## config.mk

```make
export PLATFORM = sky130hd
export DESIGN_NAME = regfile_mp_flat
export DESIGN_NICKNAME = d
export VERILOG_FILES = /design/src/rtl/regfile_pkg.sv /design/src/rtl/regfile_mp_if.sv /design/src/rtl/regfile_scoreboard.sv /design/src/rtl/regfile_mp.sv /design/src/flat_wrapper.sv
export SDC_FILE = /design/constraint.sdc
export NUM_CORES = 2
export LEC_CHECK = 0
export BUFFER_PORTS_ARGS = -buffer_cell sky130_fd_sc_hd__buf_2
export CAP_MARGIN = 15
export CORE_MARGIN = 4
export CORE_UTILIZATION = 30
export DETAILED_ROUTE_END_ITERATION = 12
export HOLD_SLACK_MARGIN = 0.15
export PLACE_DENSITY_LB_ADDON = 0.2
export SYNTH_ARGS = -nofsm -noshare
export SYNTH_HDL_FRONTEND = slang
export SYNTH_SLANG_ARGS = --single-unit
```

## constraint.sdc

```tcl
create_clock -name clk -period 4.5 [get_ports clk]
set_input_delay 0.225 -clock clk [delete_from_list [all_inputs] [get_ports clk]]
set_output_delay 0.225 -clock clk [all_outputs]
set_load 0.03 [all_outputs]
```

## src/rtl/regfile_pkg.sv

```systemverilog
// rtl/regfile_pkg.sv - shared constants and types for the multi-port register file
package regfile_pkg;

  localparam int XLEN_DEF  = 32;
  localparam int NREGS_DEF = 32;
  localparam int AW_DEF    = $clog2(NREGS_DEF);

  // Architectural x0: reads as zero, never written, never busy.
  localparam int unsigned REG_ZERO = 0;

  typedef logic [AW_DEF-1:0]   reg_idx_t;
  typedef logic [XLEN_DEF-1:0] xword_t;

endpackage

```

## src/rtl/regfile_mp_if.sv

```systemverilog
// rtl/regfile_mp_if.sv - read/write/issue bus of the multi-port register file
interface regfile_mp_if import regfile_pkg::*; #(
  parameter int XLEN   = XLEN_DEF,
  parameter int NREGS  = NREGS_DEF,
  parameter int NUM_RD = 2,
  parameter int NUM_WR = 2
);
  localparam int AW = $clog2(NREGS);

  logic [NUM_RD-1:0][AW-1:0]   read_reg;
  logic [NUM_RD-1:0][XLEN-1:0] read_data;
  logic [NUM_RD-1:0]           read_busy;
  logic [NUM_WR-1:0]           RegWrite;
  logic [NUM_WR-1:0][AW-1:0]   write_reg;
  logic [NUM_WR-1:0][XLEN-1:0] write_data;
  logic                        issue_valid;
  logic [AW-1:0]               issue_reg;
  logic                        any_busy;

  // Core side: drives addresses, writebacks and issues.
  modport master (
    output read_reg, RegWrite, write_reg, write_data, issue_valid, issue_reg,
    input  read_data, read_busy, any_busy
  );

  // Register file side.
  modport slave (
    input  read_reg, RegWrite, write_reg, write_data, issue_valid, issue_reg,
    output read_data, read_busy, any_busy
  );
endinterface

```

## src/rtl/regfile_scoreboard.sv

```systemverilog
// rtl/regfile_scoreboard.sv - per-register busy bits tracking in-flight producers
module regfile_scoreboard import regfile_pkg::*; #(
  parameter int NREGS  = NREGS_DEF,
  parameter int NUM_WR = 2,
  localparam int AW    = $clog2(NREGS)
) (
  input  logic                      clk,
  input  logic                      rsta,
  input  logic                      issue_valid_i,
  input  logic [AW-1:0]             issue_reg_i,
  input  logic [NUM_WR-1:0]         wr_en_i,
  input  logic [NUM_WR-1:0][AW-1:0] wr_reg_i,
  output logic [NREGS-1:0]          busy_o,
  output logic                      any_busy_o
);

  logic [NREGS-1:0] busy_q;
  logic [NREGS-1:0] busy_d;

  // Completing writes clear first, then a new issue sets, so a new producer wins.
  always_comb begin
    busy_d = busy_q;
    for (int p = 0; p < NUM_WR; p++) begin
      if (wr_en_i[p]) busy_d[wr_reg_i[p]] = 1'b0;
    end
    if (issue_valid_i) busy_d[issue_reg_i] = 1'b1;
    busy_d[REG_ZERO] = 1'b0;
  end

  // Busy state register, cleared asynchronously.
  always_ff @(posedge clk or negedge rsta) begin
    if (!rsta) busy_q <= '0;
    else       busy_q <= busy_d;
  end

  assign busy_o     = busy_q;
  assign any_busy_o = |busy_q[NREGS-1:1];

endmodule

```

## src/rtl/regfile_mp.sv

```systemverilog
// rtl/regfile_mp.sv - parametrised multi-port integer register file with bypass and scoreboard
module regfile_mp import regfile_pkg::*; #(
  parameter int XLEN   = XLEN_DEF,
  parameter int NREGS  = NREGS_DEF,
  parameter int NUM_RD = 2,
  parameter int NUM_WR = 2,
  parameter int BYPASS = 1
) (
  input  logic         clk,
  input  logic         rsta,
  regfile_mp_if.slave  bus
);

  localparam int AW  = $clog2(NREGS);
  localparam bit BYP = (BYPASS != 0);

  logic [NREGS-1:0][XLEN-1:0]  regs_q;
  logic [NREGS-1:0][XLEN-1:0]  regs_d;
  logic [NUM_WR-1:0]           wr_live;
  logic [NREGS-1:0]            busy;
  logic                        any_busy;
  logic [NUM_RD-1:0][XLEN-1:0] rd_val;
  logic [NUM_RD-1:0]           fwd_hit;

  // A write port is live only when enabled and not aimed at x0.
  always_comb begin
    wr_live = '0;
    for (int p = 0; p < NUM_WR; p++) begin
      wr_live[p] = bus.RegWrite[p] && (bus.write_reg[p] != AW'(REG_ZERO));
    end
  end

  // Next register contents; later ports overwrite earlier ones, so the highest index wins.
  always_comb begin
    regs_d = regs_q;
    for (int p = 0; p < NUM_WR; p++) begin
      if (wr_live[p]) regs_d[bus.write_reg[p]] = bus.write_data[p];
    end
    regs_d[REG_ZERO] = '0;
  end

  // Register storage, cleared asynchronously.
  always_ff @(posedge clk or negedge rsta) begin
    if (!rsta) regs_q <= '0;
    else       regs_q <= regs_d;
  end

  regfile_scoreboard #(
    .NREGS  (NREGS),
    .NUM_WR (NUM_WR)
  ) u_scoreboard (
    .clk           (clk),
    .rsta          (rsta),
    .issue_valid_i (bus.issue_valid),
    .issue_reg_i   (bus.issue_reg),
    .wr_en_i       (wr_live),
    .wr_reg_i      (bus.write_reg),
    .busy_o        (busy),
    .any_busy_o    (any_busy)
  );

  // Read lookup with forwarding from same-cycle writes, highest write port last.
  always_comb begin
    rd_val  = '0;
    fwd_hit = '0;
    for (int i = 0; i < NUM_RD; i++) begin
      rd_val[i] = regs_q[bus.read_reg[i]];
      for (int p = 0; p < NUM_WR; p++) begin
        if (wr_live[p] && (bus.write_reg[p] == bus.read_reg[i])) begin
          fwd_hit[i] = 1'b1;
          if (BYP) rd_val[i] = bus.write_data[p];
        end
      end
    end
  end

  // Outputs are forced to zero while reset is held, including forwarded data.
  always_comb begin
    bus.read_data = '0;
    bus.read_busy = '0;
    for (int i = 0; i < NUM_RD; i++) begin
      bus.read_data[i] = rsta ? rd_val[i] : '0;
      bus.read_busy[i] = rsta && busy[bus.read_reg[i]] && !(BYP && fwd_hit[i]);
    end
  end

  assign bus.any_busy = any_busy;

endmodule

```

## src/flat_wrapper.sv

```systemverilog
// flat-port wrapper written by rule: the top's interface ports become plain ports
module regfile_mp_flat import regfile_pkg::*;
#(
  parameter int XLEN   = XLEN_DEF,
  parameter int NREGS  = NREGS_DEF,
  parameter int NUM_RD = 2,
  parameter int NUM_WR = 2,
  parameter int BYPASS = 1
)
  (clk, rsta, bus_read_reg, bus_RegWrite, bus_write_reg, bus_write_data, bus_issue_valid, bus_issue_reg, bus_read_data, bus_read_busy, bus_any_busy);
  regfile_mp_if #(.XLEN(XLEN), .NREGS(NREGS), .NUM_RD(NUM_RD), .NUM_WR(NUM_WR)) bus_i ();
  input  logic clk;
  input  logic rsta;
  input wire logic [$bits(bus_i.read_reg)-1:0] bus_read_reg;
  input wire logic [$bits(bus_i.RegWrite)-1:0] bus_RegWrite;
  input wire logic [$bits(bus_i.write_reg)-1:0] bus_write_reg;
  input wire logic [$bits(bus_i.write_data)-1:0] bus_write_data;
  input wire logic [$bits(bus_i.issue_valid)-1:0] bus_issue_valid;
  input wire logic [$bits(bus_i.issue_reg)-1:0] bus_issue_reg;
  output wire logic [$bits(bus_i.read_data)-1:0] bus_read_data;
  output wire logic [$bits(bus_i.read_busy)-1:0] bus_read_busy;
  output wire logic [$bits(bus_i.any_busy)-1:0] bus_any_busy;
  assign bus_i.read_reg = bus_read_reg;
  assign bus_i.RegWrite = bus_RegWrite;
  assign bus_i.write_reg = bus_write_reg;
  assign bus_i.write_data = bus_write_data;
  assign bus_i.issue_valid = bus_issue_valid;
  assign bus_i.issue_reg = bus_issue_reg;
  assign bus_read_data = bus_i.read_data;
  assign bus_read_busy = bus_i.read_busy;
  assign bus_any_busy = bus_i.any_busy;
  regfile_mp #(.XLEN(XLEN), .NREGS(NREGS), .NUM_RD(NUM_RD), .NUM_WR(NUM_WR), .BYPASS(BYPASS)) u_core (.clk(clk), .rsta(rsta), .bus(bus_i));
endmodule
```

==> results.ini <==
[yosys]
synth_cells=6748
synth_seq_area_share=0.3882
synthArstFlopShare=1.000
syn_avg_cell_area_um2=9.773
synthFlopType=dfrtp_1
synth_edf_count=0
syn_area_um2=65950
ys_types=58
ys_warn_count=0
synthesis.nets=6842
ys_ff_latch=1023

[grt]
gr-total-overflow=0
grt_pass1_wl_um=422300
grt_use_total=0.2531
grt_max_degree=169
grt_pass1_vias=54060
antenna_found_initial=14

[timing]
setup_viol=0
min_period_ns=4.059
tns_ns=0
post-route-period-util=0.9021
hold_slack_ns=0.2059
maxSlewHeadroom=0.1524
slew_violations=0
rsz0062_at_grt=false
hold_violations=0
clock_skew_ns=0
max_clock_freq_mhz=246.3
tightest_slew_ns=1.271

[final_layout]
mostFrequentLayoutCell=mux2i_1
instances_no_fill=9441
syn_to_final_growth_pct=13.25
drive_gt1_frac=0.1611
final_net_count=6580
final_cell_mix=mux2i_1, dfrtp_1, nand2_1, a21oi_1, nor2_1

[worst_setup_path]
cpMaxStageDelayCell=o31ai_1
cp_common_cell=buf_2
cp.buffers_inverters=3
cp_data_arrival_time_ns=3.83
worstPathCellList=dlygate4sd3_1 -> buf_2 -> or3_4 -> o311ai_1 -> o21a_2 -> nand2b_4 -> o31ai_1 -> buf_2
critPathLaunch=bus_write_reg[7]
cp_top_family=compound AO/OA/AOI/OAI gates
worstReg2RegEnd=u_core.regs_q[150]$_DFF_PN0_
cp_max_fo=24
regToRegSetupSlack_ns=3.15
path_depth=8
worst_r2r_path_depth=3
end_kind=output port
crit_path_max_incr_delay_ns=0.80
cp.required_ns=4.28
r2r_start=u_core.regs_q[150]$_DFF_PN0_
crit_type=in2out
start_kind=primary input

[floorplan]
die_h_um=476.9
io-pin-count=161
die-area_um2=227400
core_area_um2=217800
start_util=0.3028
rows=171
fp.dieW_um=476.9

[drt]
via_per_inst=5.848
wl_um=299000
wl_per_cell_um=31.67
drc=0
antenna_left=0
dr_total_vias=55210
drtIter0Drc=5927
firstDrtPassIters=6

[clocking]
cts_tree=done
cts_hold_buf=110
post-cts-setup-buffers=0
numCtsBuffers=120
htree_levels=3
clock_sinks=1023
clockBufferDepth=3
clk_pin_slew_ns=0.06
clock-root-buffer=clkbuf_16
cts_resized=0
clk_latency_ns=0.76

[power]
p_per_area_nw_per_um2=434.2
p_leak_nw=33.21
ir_drop_mv=0.3242

[job]
maxCapViolations=0

[placement]
port_buffers=160
routabilityCongestion=0.8526
dp.final_hpwl_um=175000
post-place-cells=9108

[status]
outcome=finished clean

[hold_path]
worstHoldPathType=in2reg
worstHoldStart=bus_write_data[27]
hold_end=u_core.regs_q[379]$_DFF_PN0_
min_path_cells=3

worst max-delay path by stage:
| stage | endpoint | slack (ns) |
|---|---|---|
| global placement | bus_read_data[49] | 0.72 |
| floorplan | bus_read_data[33] | 1.88 |
| CTS | bus_read_data[34] | 0.44 |
| global route | bus_read_data[34] | 0.35 |
| finish | bus_read_data[34] | 0.44 |
| detailed placement | bus_read_data[49] | 0.71 |
cell families (layout without fill, tap and decap cells):
| kind of cell | Yosys count | count (layout) | synth area share |
|---|---|---|---|
| flip-flops | 1023 | 1023 | 0.3882 |
| other | 0 | 3 | 0 |
| AO/OA/AOI/OAI | 1629 | 1629 | 0.1462 |
| AND/OR/NAND/NOR | 1413 | 1413 | 0.09008 |
| buffers and inverters | 850 | 686 | 0.05358 |
| multiplexers | 1813 | 1813 | 0.3193 |
| XOR/XNOR | 20 | 20 | 0.002656 |
per-layer routing:
metal,part of all wire,vias up,track usage
li1,-,24050,-
met1,0.41,27990,0.3244
met2,0.48,2504,0.4186
met3,0.065,661,0.03645
met4,0.054,6,0.1232
met5,0.00011,-,0
power by group:
part | total [mW] | leakage, nW | internal, mW | switching [mW]
clock network | 10.5 | 2.05 | 6.12 | 4.38
registers | 13.6 | 12.5 | 11.6 | 1.99
logic | 8.30 | 18.6 | 4.04 | 4.26
total | 32.4 | 33.2 | 21.8 | 10.6
tightest hold or removal path: stages:
cell and delay (ns):
buf_2 0.36, mux2i_1 0.25, o21ai_1 0.07
cells in the mapped netlist, types with 6 or more instances:
library cell     n  area [um2]
clkbuf_1       536        2012
nand3_1          6       30.03
a32o_1          17       170.2
a21oi_1        463        2317
a31oi_1          9       56.30
nor2_1         486        1824
o31ai_2         19       237.7
buf_2          154       770.7
buf_4           26       195.2
or3_1           67       419.2
nor2b_1         35       219.0
o221ai_1        63       551.8
o21ai_1        286        1431
xnor2_1         11       96.34
mux2_2         194        2185
nand2b_1         9       56.30
a221oi_1        63       551.8
xor2_1           9       78.83
nor4_1           7       43.79
o22ai_1        222        1389
buf_1          115       431.7
inv_1           12       45.04
o31ai_1         44       330.3
buf_6            7       78.83
a32oi_1         63       551.8
nor3_1          69       345.3
and3_1          28       175.2
a211oi_1        32       240.2
nand2_1        665        2496
dfrtp_1       1023       25600
mux2i_1       1406       14070
nor3b_1          7       52.55
mux4_2         213        4797
o21ai_0        333        1667
registers in the layout (all words and copies together) (netlist names):
| register | cells |
|---|---|
| u_core.u_scoreboard.busy_o | 31 |
| u_core.regs_q | 992 |
final cells by class:
cell class / instances / area [um2]
Antenna cell: 3 / 7.507
Clock buffer: 173 / 3545
Clock inverter: 47 / 583.1
Fill cell: 21900 / 143100
Inverter: 12 / 45.04
Multi-Input combinational cell: 4875 / 37360
Sequential cell: 1023 / 25600
Tap cell: 2854 / 3571
Timing Repair Buffer: 454 / 3974
metrics by stage:
stage	utilization	area [um2]	worst slack (ns)	power [mW]
2_1_floorplan	-	65950	1.883	19.04
3_3_place_gp	0.3188	69430	0.7174	21.49
3_5_place_dp	0.3188	69430	0.7073	21.73
4_1_cts	0.3429	74680	0.4365	32.40
5_1_grt	0.3429	74680	0.3528	33.93
6_report	0.3429	74680	0.4407	32.43
No activity file was read; power rests on OpenSTA's default activity.
